===== config.mk =====
export PLATFORM = sky130hd
export DESIGN_NAME = carry_chk_sat_cnt
export DESIGN_NICKNAME = d
export VERILOG_FILES = /design/src/rtl/carry_chk_pkg.sv /design/src/rtl/carry_chk_sat_cnt.sv
export SDC_FILE = /design/constraint.sdc
export NUM_CORES = 1
export LEC_CHECK = 0
export ABC_CLOCK_PERIOD_IN_PS = 3400
export CAP_MARGIN = 20
export CORE_UTILIZATION = 52
export CTS_CLUSTER_SIZE = 30
export DETAILED_ROUTE_END_ITERATION = 8
export PLACE_DENSITY = 0.89
export SLEW_MARGIN = 30
export SYNTH_ARGS = -nofsm -noshare
export SYNTH_HDL_FRONTEND = slang
export SYNTH_SLANG_ARGS = --single-unit

===== constraint.sdc =====
create_clock -name clk -period 3.4 [get_ports clk]
set_input_delay 0.68 -clock clk [delete_from_list [all_inputs] [get_ports clk]]
set_output_delay 0.68 -clock clk [all_outputs]
set_load 0.01 [all_outputs]

===== src/rtl/carry_chk_pkg.sv =====
// Shared FSM state type, counter constants and majority helper for the carry-chain checker.
// Definitions only: no latency, no backpressure.
package carry_chk_pkg;

  typedef enum logic [1:0] {
    ST_IDLE  = 2'd0,
    ST_CHECK = 2'd1,
    ST_DONE  = 2'd2
  } state_e;

  localparam int               CNT_W   = 16;
  localparam logic [CNT_W-1:0] CNT_SAT = 16'hFFFF;

  function automatic logic maj(input logic x, input logic y, input logic z);
    return (x & y) | (x & z) | (y & z);
  endfunction

endpackage


===== src/rtl/carry_chk_sat_cnt.sv =====
// 16-bit saturating event counter; increments one cycle after inc_i, holds at CNT_SAT.
// No backpressure: every inc_i below saturation is counted.
module carry_chk_sat_cnt
  import carry_chk_pkg::*;
(
  input  logic             clk,
  input  logic             rst_n,
  input  logic             inc_i,
  output logic [CNT_W-1:0] cnt_o
);

  logic [CNT_W-1:0] cnt_q, cnt_d;

  always_comb begin
    cnt_d = cnt_q;
    if (inc_i && (cnt_q != CNT_SAT)) cnt_d = cnt_q + CNT_W'(1);
  end

  always_ff @(posedge clk or negedge rst_n) begin
    if (!rst_n) cnt_q <= '0;
    else        cnt_q <= cnt_d;
  end

  assign cnt_o = cnt_q;

endmodule


# After elaboration in Yosys (flattened, before gate mapping)
# Cells that the tools add are included.
[word_totals] regBits=16 out_inout_bits=16 in_bits=3
[classes] n_eq_ne=1 addsub=1 reduce_logical=1
[op_table] op="adder 16 x 1 -> 16 bit (second input constant)" n=1
[op_table] op="!= test 16 bit (second input constant)" n=1
[op_table] op="logical AND 1 bit" n=1

# Logic depth before layout (Yosys ltp)
[logic_depth] word_depth=2 ltp_mapped=5

# Least setup slack after synthesis
# OpenSTA, ideal clock, no wires.
[synth_timing] path_kind="flip-flop to flip-flop" startpoint="register cnt_q[13], in the netlist cnt_o[13]" endpoint="register cnt_q[1], in the netlist cnt_o[1]" t_arrival_ps=1395 t_required_ps=3272 path_stages_with_launch=5 setup_ps=128 setup_slack_ps=1877 path_cell_list="dfrtp_1 > and4_1 > nand3_4 > o31ai_4 > mux2_1"
[synth_between] elab_chain_cells=2
[synth_rtl] item="start: declaration" line="carry_chk_sat_cnt.sv:12" rtl="logic [CNT_W-1:0] cnt_q, cnt_d;"
[synth_rtl] item="start signal: assignment" line="carry_chk_sat_cnt.sv:21" rtl="else cnt_q <= cnt_d;"
[synth_rtl] item="!= test 16 bit" line="carry_chk_sat_cnt.sv:16" rtl="if (inc_i && (cnt_q != CNT_SAT)) cnt_d = cnt_q + CNT_W'(1);"
[synth_rtl] item="logical AND 1 bit" line="carry_chk_sat_cnt.sv:16"
# No other way between the ends.
# A chain may end at the register's enable or synchronous reset.

# Worst setup path in the final report
[layout_timing] startpoint="register cnt_q[2], in the netlist cnt_o[2]" endpoint="output port cnt_o[2]"
[layout_rtl] item="end: declaration" line="carry_chk_sat_cnt.sv:9" rtl="output logic [CNT_W-1:0] cnt_o"
# No word-level cell between the ends.

==> results.cfg <==
[critical_path]
worst_ep_arrival_time_ns = 1.37
slowest_stage = clkdlybuf4s50_1
max_stage_delay_ns = 0.59
start_kind = flop
reg2reg_from = cnt_o[0]
worstRegToRegCells = 4
worstPathRequired_ns = 2.72
r2r_setup_slack_ns = 1.75
cp_top_family = buffers and inverters
path_cells = clkdlybuf4s50_1
worst_setup_path_end_kind = primary output
path_class = flop to primary output
path_max_fanout = 6
crit_buf_inv = 1
reg2reg_to = cnt_o[1]

[place]
portBuffers = 18
dpl_worst_slack_ns = 1.207
dp_hpwl_um = 1274
dpl_cell_area_um2 = 1060
gp_congestion = 0.7886

[timing]
relSlewSlack_pct = 52.81
worst_slew_pin_slew_ns = 0.7057
setup_ws_ns = 1.355
fin_crit_ns = 2.045
setup_viol = 0
slew_viol_final = 0
grt_setup_unrepaired = false
hold_violations = 0
fmax_mhz = 488.9
setup_tns_ns = 0
hold_ws_ns = 0.5360
clock_skew_ns = 0.003203
fin_crit_sh_pct = 60.15

[synth]
synth_warnings = 0
synth_cells = 72
synth.most_common_cell = dfrtp_1
synth_edf_count = 0
synth_top_area_share_pct = 46.58
ys_ff_latch = 16
syn-num-nets = 76
synth.largest_area_cell = dfrtp_1
synth_common_cells = dfrtp_1, nand4_1, nand3_1, o21a_1, xnor2_1
syn_area_per_cell_um2 = 11.94
synth_area_um2 = 859.6
synth_area_leaders = dfrtp_1, nand4_1, xnor2_1
synth_flop_cell = dfrtp_1
async_flop_share_pct = 100.0
ys_seq_area_share_pct = 46.58
synth_cell_types = 27

[grt]
grt_pass1_wl_um = 2787
grt_pass1_vias = 635
overflow = 0
antenna_found_initial = 0
grt_max_degree = 17
grt_use_total_pct = 20.56

[routing]
met2WireLength_um = 852
viasPerCell = 6.155
drt_iter0_markers = 15
wl_um = 1725
num_vias = 677
avgRoutedWirePerCell_um = 15.68
drtAntennaViolNets = 0
dr_wl_met3_um = 56
topRoutingLayerUsed = met4
drt-met1-wl_um = 793
drtPass1Iterations = 4
route.detailed.drc = 0

[cells_and_area]
syn_to_final_growth_pct = 27.51
multi_input_area_um2 = 459.2
largest_register_ffs = 16
antenna_cells = 0
fin_area_um2 = 1096
register_area_um2 = 400.4
drive_above_1_share_pct = 14.89
n_fill_cell = 122
finalNetCount = 99

[die]
dieHeight_um = 42.66
start_util_pct = 56.40
dieArea_um2 = 1819
io_pins = 19
core_area_um2 = 1524
die_w_um = 42.66
rows = 14

[clock_network]
post_cts_resized = 0
cts_buffer_depth = 2
ctsHoldBuffers = 0
clk_pin_slew_ns = 0.10
clock_latency_ns = 0.29
cts_buffers = 3
cts_num_sinks = 16
post_cts_buffers = 0
cts_tree = yes
clockRootBuffer = clkbuf_4
h-tree-depth = 1

[hold_path]
hp-class = flop to flop
hold_end = cnt_o[15]
hold_path_depth = 1
min_from = cnt_o[15]

[power_and_ir_drop]
irDropWorstVdd_uv = 287.0
p_per_area_nw_per_um2 = 545.3
p_leak_nw = 0.4448

[status]
outcome = complete, no violations

[flow_run]
drv_cap = 0
kinds of logic (layout without fill, tap and decap cells):
logic type               count (synthesis)  count (layout)  share of synthesized area, %
buffers and inverters                    0              22                             0
XOR/XNOR                                 7               7                         7.133
flip-flops                              16              16                         46.58
adder cells (fa/ha/maj)                  1               1                         1.455
AND/OR/NAND/NOR                         32              32                         30.28
multiplexers                             1               1                         1.310
AO/OA/AOI/OAI                           15              15                         13.25
layout by cell type, fill, tap and decap left out:
master,instances
a32oi_1,1
o21a_1,5
nand4_4,1
and4b_1,1
and4_1,1
nand2_1,4
xor2_1,2
clkbuf_8,1
and3_1,2
o211ai_1,1
o31ai_4,1
a21oi_1,3
and4_4,1
nor2_1,2
nor3_2,1
clkbuf_4,3
a31oi_1,3
nor2_2,1
and4_2,1
nand3_1,5
o21ai_0,1
nor4_4,2
ha_1,1
dfrtp_1,16
xnor2_1,5
nand4_2,1
nand4_1,8
clkdlybuf4s50_1,18
nand3_4,1
mux2_1,1
metal layers:
| layer | vias up | global-route usage, % |
|---|---|---|
| met5 | - | 0 |
| met4 | 0 | 9.375 |
| met3 | 4 | 2.553 |
| met2 | 13 | 32.73 |
| met1 | 330 | 27.86 |
| li1 | 330 | - |
per-stage QoR:
stage	instances	util, %	total power, W
finish	110	71.92	0.0005977
global route	110	71.92	0.0006253
CTS	110	71.92	0.0006027
detailed placement	106	69.54	0.0004742
global placement	106	69.54	0.0004667
floorplan	72	-	0.0003714
cell type report:
class / instances / area share [%]
well taps: 16 / 1.826
flip-flops and latches: 16 / 36.53
repair buffers: 18 / 16.44
multi-input cells: 56 / 41.89
clock buffers: 4 / 3.311
worst max path at each step:
stage / startpoint / to / slack (ns) / cells past startpoint
2_1_floorplan: cnt_o[13] / cnt_o[1] / 1.88 / 4
3_3_place_gp: inc_i / cnt_o[5] / 1.27 / 5
3_5_place_dp: inc_i / cnt_o[7] / 1.21 / 5
4_1_cts: cnt_o[2] / cnt_o[2] / 1.35 / 1
5_1_grt: cnt_o[8] / cnt_o[8] / 1.30 / 1
6_report: cnt_o[2] / cnt_o[2] / 1.35 / 1
worst reg2reg max path: cells and delay by family, from the launching register on:
family	cells	cell delay (ns)
adder cells (fa/ha/maj)	1	0.35
AO/OA/AOI/OAI	1	0.24
flip-flops	1	0.44
AND/OR/NAND/NOR	1	0.15
multiplexers	1	0.36
power breakdown:
group | internal, W | switching, W | total [W]
registers | 0.000227 | 0.0000610 | 0.000288
clock network | 0.0000652 | 0.0000610 | 0.000126
logic | 0.000102 | 0.0000817 | 0.000184
Note: power is estimated with default switching activity, not from simulation.
